===== src/rtl/vga_timing_gen.sv =====
// vga_timing_gen: parametrised VGA sync/DE timing, all outputs registered together.
// Define VGA_PATTERN_EN to build the internal test-pattern source in place of pix_rgb.
module vga_timing_gen #(
    parameter int   H_ACTIVE  = 640,
    parameter int   H_FP      = 16,
    parameter int   H_SYNC    = 96,
    parameter int   H_BP      = 48,
    parameter int   V_ACTIVE  = 480,
    parameter int   V_FP      = 10,
    parameter int   V_SYNC    = 2,
    parameter int   V_BP      = 33,
    parameter logic HS_POL    = 1'b0,
    parameter logic VS_POL    = 1'b0,
    parameter int   CW        = 4,
    parameter int   CNT_W     = 10,
    parameter int   CHK_SHIFT = 5
) (
    input  logic              clk,
    input  logic              rst_n,
    input  logic [1:0]        mode,
    input  logic [3*CW-1:0]   solid_rgb,
`ifndef VGA_PATTERN_EN
    input  logic [3*CW-1:0]   pix_rgb,
`endif
    output logic              hsync,
    output logic              vsync,
    output logic              de,
    output logic [CNT_W-1:0]  x,
    output logic [CNT_W-1:0]  y,
    output logic [3*CW-1:0]   rgb,
    output logic              frame_start,
    output logic              line_start
);

    localparam int H_TOTAL = H_ACTIVE + H_FP + H_SYNC + H_BP;
    localparam int V_TOTAL = V_ACTIVE + V_FP + V_SYNC + V_BP;

    localparam logic [CNT_W-1:0] H_LAST = CNT_W'(H_TOTAL - 1);
    localparam logic [CNT_W-1:0] V_LAST = CNT_W'(V_TOTAL - 1);
    localparam logic [CNT_W-1:0] H_ACT  = CNT_W'(H_ACTIVE);
    localparam logic [CNT_W-1:0] V_ACT  = CNT_W'(V_ACTIVE);
    localparam logic [CNT_W-1:0] HS_BEG = CNT_W'(H_ACTIVE + H_FP);
    localparam logic [CNT_W-1:0] HS_END = CNT_W'(H_ACTIVE + H_FP + H_SYNC);
    localparam logic [CNT_W-1:0] VS_BEG = CNT_W'(V_ACTIVE + V_FP);
    localparam logic [CNT_W-1:0] VS_END = CNT_W'(V_ACTIVE + V_FP + V_SYNC);

    logic [CNT_W-1:0] r_h_cnt;
    logic [CNT_W-1:0] r_v_cnt;
    logic             w_h_last;
    logic             w_v_last;
    logic             w_de;
    logic             w_hs;
    logic             w_vs;
    logic             w_fs;
    logic             w_ls;
    logic [3*CW-1:0]  w_rgb;

    assign w_h_last = (r_h_cnt == H_LAST);
    assign w_v_last = (r_v_cnt == V_LAST);

    always_ff @(posedge clk or negedge rst_n) begin
        if (!rst_n) begin
            r_h_cnt <= '0;
            r_v_cnt <= '0;
        end else if (w_h_last) begin
            r_h_cnt <= '0;
            r_v_cnt <= w_v_last ? '0 : r_v_cnt + CNT_W'(1);
        end else begin
            r_h_cnt <= r_h_cnt + CNT_W'(1);
        end
    end

    always_comb begin
        w_de = (r_h_cnt < H_ACT) && (r_v_cnt < V_ACT);
        w_hs = ((r_h_cnt >= HS_BEG) && (r_h_cnt < HS_END)) ? HS_POL : ~HS_POL;
        w_vs = ((r_v_cnt >= VS_BEG) && (r_v_cnt < VS_END)) ? VS_POL : ~VS_POL;
        w_fs = (r_h_cnt == '0) && (r_v_cnt == '0);
        w_ls = (r_h_cnt == '0) && (r_v_cnt < V_ACT);
    end

`ifdef VGA_PATTERN_EN
    localparam int               BW      = H_ACTIVE / 8;
    localparam logic [CNT_W-1:0] BW_LAST = CNT_W'(BW - 1);

    logic [1:0]       r_mode_q;
    logic [CNT_W-1:0] r_bar_px;
    logic [2:0]       r_bar_idx;
    logic [2:0]       w_bar;
    logic             w_chk;
    logic [3*CW-1:0]  w_pat;

    // Bar index stays at 7 once reached, so the last bar absorbs the remainder.
    always_ff @(posedge clk or negedge rst_n) begin
        if (!rst_n) begin
            r_mode_q  <= 2'd0;
            r_bar_px  <= '0;
            r_bar_idx <= 3'd0;
        end else begin
            if (w_h_last && w_v_last) begin
                r_mode_q <= mode;
            end
            if (w_h_last) begin
                r_bar_px  <= '0;
                r_bar_idx <= 3'd0;
            end else if (r_bar_px == BW_LAST && r_bar_idx != 3'd7) begin
                r_bar_px  <= '0;
                r_bar_idx <= r_bar_idx + 3'd1;
            end else begin
                r_bar_px <= r_bar_px + CNT_W'(1);
            end
        end
    end

    always_comb begin
        w_bar = 3'b000;
        case (r_bar_idx)
            3'd0:    w_bar = 3'b111;
            3'd1:    w_bar = 3'b110;
            3'd2:    w_bar = 3'b011;
            3'd3:    w_bar = 3'b010;
            3'd4:    w_bar = 3'b101;
            3'd5:    w_bar = 3'b100;
            3'd6:    w_bar = 3'b001;
            default: w_bar = 3'b000;
        endcase
    end

    assign w_chk = r_h_cnt[CHK_SHIFT] ^ r_v_cnt[CHK_SHIFT];

    always_comb begin
        w_pat = '0;
        case (r_mode_q)
            2'd0:    w_pat = {{CW{w_bar[2]}}, {CW{w_bar[1]}}, {CW{w_bar[0]}}};
            2'd1:    w_pat = {3*CW{w_chk}};
            2'd2:    w_pat = {r_h_cnt[CNT_W-1 -: CW], r_v_cnt[CNT_W-1 -: CW], CW'(0)};
            default: w_pat = solid_rgb;
        endcase
    end

    assign w_rgb = w_de ? w_pat : '0;
`else
    logic w_unused;

    assign w_unused = ^{mode, solid_rgb};
    assign w_rgb    = w_de ? pix_rgb : '0;
`endif

    always_ff @(posedge clk or negedge rst_n) begin
        if (!rst_n) begin
            hsync       <= ~HS_POL;
            vsync       <= ~VS_POL;
            de          <= 1'b0;
            x           <= '0;
            y           <= '0;
            rgb         <= '0;
            frame_start <= 1'b0;
            line_start  <= 1'b0;
        end else begin
            hsync       <= w_hs;
            vsync       <= w_vs;
            de          <= w_de;
            x           <= r_h_cnt;
            y           <= r_v_cnt;
            rgb         <= w_rgb;
            frame_start <= w_fs;
            line_start  <= w_ls;
        end
    end

endmodule


===== config.mk =====
export PLATFORM = sky130hd
export DESIGN_NAME = vga_timing_gen
export DESIGN_NICKNAME = d
export VERILOG_FILES = /design/src/rtl/vga_timing_gen.sv
export SDC_FILE = /design/constraint.sdc
export NUM_CORES = 1
export LEC_CHECK = 0
export ABC_AREA = 0
export CAP_MARGIN = 25
export CORE_MARGIN = 1.5
export CORE_UTILIZATION = 29
export CTS_CLUSTER_DIAMETER = 120
export DETAILED_ROUTE_END_ITERATION = 10
export PLACE_DENSITY = 0.52
export REMOVE_ABC_BUFFERS = 1
export SLEW_MARGIN = 40
export SYNTH_ARGS = -nofsm -noshare
export SYNTH_HDL_FRONTEND = slang
export SYNTH_SLANG_ARGS = --single-unit

===== constraint.sdc =====
create_clock -name clk -period 1.8 [get_ports clk]
set_input_delay 0.27 -clock clk [delete_from_list [all_inputs] [get_ports clk]]
set_output_delay 0.27 -clock clk [all_outputs]
set_load 0.05 [all_outputs]

==> results.sh <==
export IMPL_max_stage_delay_ps=820
export IMPL_hold_class="in -> async"
export IMPL_path_max_fanout=1
export IMPL_p_total_mw=2.79
export IMPL_htree_levels=3
export IMPL_ant_nets=0
export IMPL_fp_dieH_um=89.0
export IMPL_core_area_um2=7210
export IMPL_ff2ff_path_depth=5
export IMPL_die_x_um=89.0
export IMPL_drc=0
export IMPL_netlist_cell_type_count=39
export IMPL_fp_row_count=31
export IMPL_syn_area_per_cell_um2=13.0
export IMPL_max_vdd_ir_drop_mv=0.296
export IMPL_setup_ws_ps=59.3
export IMPL_worst_setup_path_end_kind="output pin"
export IMPL_n_antenna_cell=0
export IMPL_finalClockSkew_ps=8.69
export IMPL_cts_sinks=57
export IMPL_yosys_top_cells_area="dfrtp_1 (64%), and2_1 (4.7%), ha_1 (2.9%)"
export IMPL_numCtsBuffers=9
export IMPL_antenna_found_initial=0
export IMPL_r2r_start="r_h_cnt[1]$_DFF_PN0_"
export IMPL_max_freq_mhz=574
export IMPL_grtUsageTotal=0.114
export IMPL_grt_overflow_total=0
export IMPL_critical_path_class="reg -> out"
export IMPL_stdcell_count=338
export IMPL_numPortBuffers=50
export IMPL_grt_max_degree=43
export IMPL_fin_crit_sh=0.967
export IMPL_drive_gt1_frac=0.213
export IMPL_post_cts_buffers=0
export IMPL_outcome="finished, final reports clean"
export IMPL_num_vias=1447
export IMPL_cpMaxStageDelayCell="clkdlybuf4s50_1"
export IMPL_worstMarginPinSlew_ps=540
export IMPL_synth_top_area_cell="dfrtp_1"
export IMPL_gp_congestion=0.811
export IMPL_cp_num_buf_inv=1
export IMPL_dp_cells=322
export IMPL_ios=65
export IMPL_synth_seq_area_share=0.666
export IMPL_clk_latency_ps=330
export IMPL_p_leak_nw=1.45
export IMPL_power_density_nw_per_um2=910
export IMPL_fin_nets=268
export IMPL_rsz0062_at_grt="false"
export IMPL_drtIter0Drc=103
export IMPL_crit_arrival_ps=1470
export IMPL_worstPathRequired_ps=1530
export IMPL_initial_utilization=0.298
export IMPL_relSlewSlack=0.639
export IMPL_wl_per_cell_um=12.3
export IMPL_slew_viol_final=0
export IMPL_crit_family="buffers and inverters"
export IMPL_cts_root_buffer="clkbuf_8"
export IMPL_synth_top_area_share=0.641
export IMPL_synth_warnings=0
export IMPL_ys_ff_latch=57
export IMPL_syn_to_final_growth_pct=42.7
export IMPL_hold_viol=0
export IMPL_hpwlAfterDp_um=2860
export IMPL_reg2reg_to="r_v_cnt[4]$_DFFE_PN0N_"
export IMPL_synthCells=165
export IMPL_clockBufferDepth=2
export IMPL_crit_path_cell_trace="clkdlybuf4s50_1"
export IMPL_clk_pin_slew_ps=70
export IMPL_tns_ps=0
export IMPL_maxCapViolCount=0
export IMPL_dieArea_um2=7930
export IMPL_grt_pass1_vias=1349
export IMPL_drt_pass1_iterations=2
export IMPL_via_per_inst=4.28
export IMPL_wirelength_um=4160
export IMPL_syn_area_um2=2150
export IMPL_startpoint_type="register"
export IMPL_grt_pass1_wl_um=6540
export IMPL_preCtsSetupSlack_ps=153
export IMPL_fin_crit_ps=1740
export IMPL_r2r_slack_ps=150
export IMPL_setup_viol_count_final=0
export IMPL_cts_tree="yes"
export IMPL_final_core_util=0.425
## metrics by stage
| step | cell area, µm² | hold slack (ps) |
|---|---|---|
| after floorplan | 2120 | -25.6 |
| after global placement | 2820 | 204 |
| after detailed placement | 2820 | 205 |
| after CTS | 3060 | 395 |
| after global routing | 3060 | 411 |
| final | 3060 | 390 |
## synthesized netlist by cell type
library cell  number
mux2_2             1
nor3b_1            1
a21oi_1            2
nand4b_1           1
mux2i_1            1
nand4_1            4
a21o_1             2
buf_2              3
nand3_1           10
and4_2             1
nor2_1            11
a22o_1             1
a31o_2             1
nor4b_1            1
and2_1            16
or3_2              1
or2_2              1
dfrtp_1           55
nor4b_4            1
clkbuf_4           1
and3_1             3
o2111ai_1          1
o31ai_1            1
nor3_1             4
nor2b_1            1
ha_1               5
o21a_1             1
and2b_2            1
a21boi_0           1
nand2_1            3
dfstp_2            2
o21ai_0            3
xnor2_1            6
nor4_1             1
inv_1              6
nand2_2            1
and3_2             4
or4_1              1
xor2_1             5
## cell usage in the layout (no fill, tap or decap), types with 2 or more instances in the layout
cell type,instances
buf_4,20
xnor2_1,6
bufinv_16,2
a21oi_1,2
ha_1,5
inv_1,6
xor2_1,5
nor2_1,11
o21ai_0,3
nand3_1,10
a21o_1,2
and3_1,3
and3_2,4
nand2_1,3
dfstp_2,2
nand4_1,4
clkbuf_8,11
clkdlybuf4s50_1,39
nor3_1,4
and2_1,16
dfrtp_1,55
## cell families after synthesis
group                    synth area share
AND/OR/NAND/NOR                     0.188
flip-flops                          0.666
AO/OA/AOI/OAI                      0.0414
XOR/XNOR                           0.0449
buffers and inverters              0.0210
adder cells (fa/ha/maj)            0.0291
multiplexers                      0.00991
## registers in the layout (all words and copies together) (netlist names)
register / count
hsync: 1
frame_start: 1
r_v_cnt: 10
r_h_cnt: 10
y: 10
x: 10
de: 1
line_start: 1
vsync: 1
rgb: 12
## cell type report
cell class                 instances  area [µm²]
clock buffer                      11         151
clock inverter                     4        76.3
fill                             684        4150
inverter                           6        22.5
multi-input combinational         98         673
sequential                        57        1430
tap                               99         124
timing repair buffer              63         588
## routing by layer
metal	GRT usage	routed length (µm)	vias to the layer above
met3	0.0425	293	7
li1	-	-	704
met4	0.0671	70	0
met5	0	0	-
met1	0.150	2010	685
met2	0.160	1780	51
## power by group
part | leakage [nW] | internal (mW) | switching (mW)
logic | 0.607 | 0.0579 | 0.0853
clock network | 0.112 | 0.849 | 0.497
registers | 0.732 | 1.29 | 0.00311
total | 1.45 | 2.20 | 0.586
## worst max-delay path by stage
stage / to / start / cells past startpoint
finish: x[8] / x[8]$_DFF_PN0_ / 1
global route: line_start / line_start$_DFF_PN0_ / 1
CTS: x[8] / x[8]$_DFF_PN0_ / 1
detailed placement: r_v_cnt[4]$_DFFE_PN0N_ / r_h_cnt[1]$_DFF_PN0_ / 5
global placement: r_v_cnt[4]$_DFFE_PN0N_ / r_h_cnt[1]$_DFF_PN0_ / 5
floorplan: r_v_cnt[4]$_DFFE_PN0N_ / r_h_cnt[0]$_DFF_PN0_ / 5
## what timing repair did
| action | 4_1_cts | 5_1_grt |
|---|---|---|
| hold buffers | 1 | 0 |
| setup endpoints to repair | 0 | 1 |
| resized for setup | 0 | 1 |
| endpoints found under the hold margin | 14 | 0 |
Note: power is estimated with default switching activity, not from simulation.
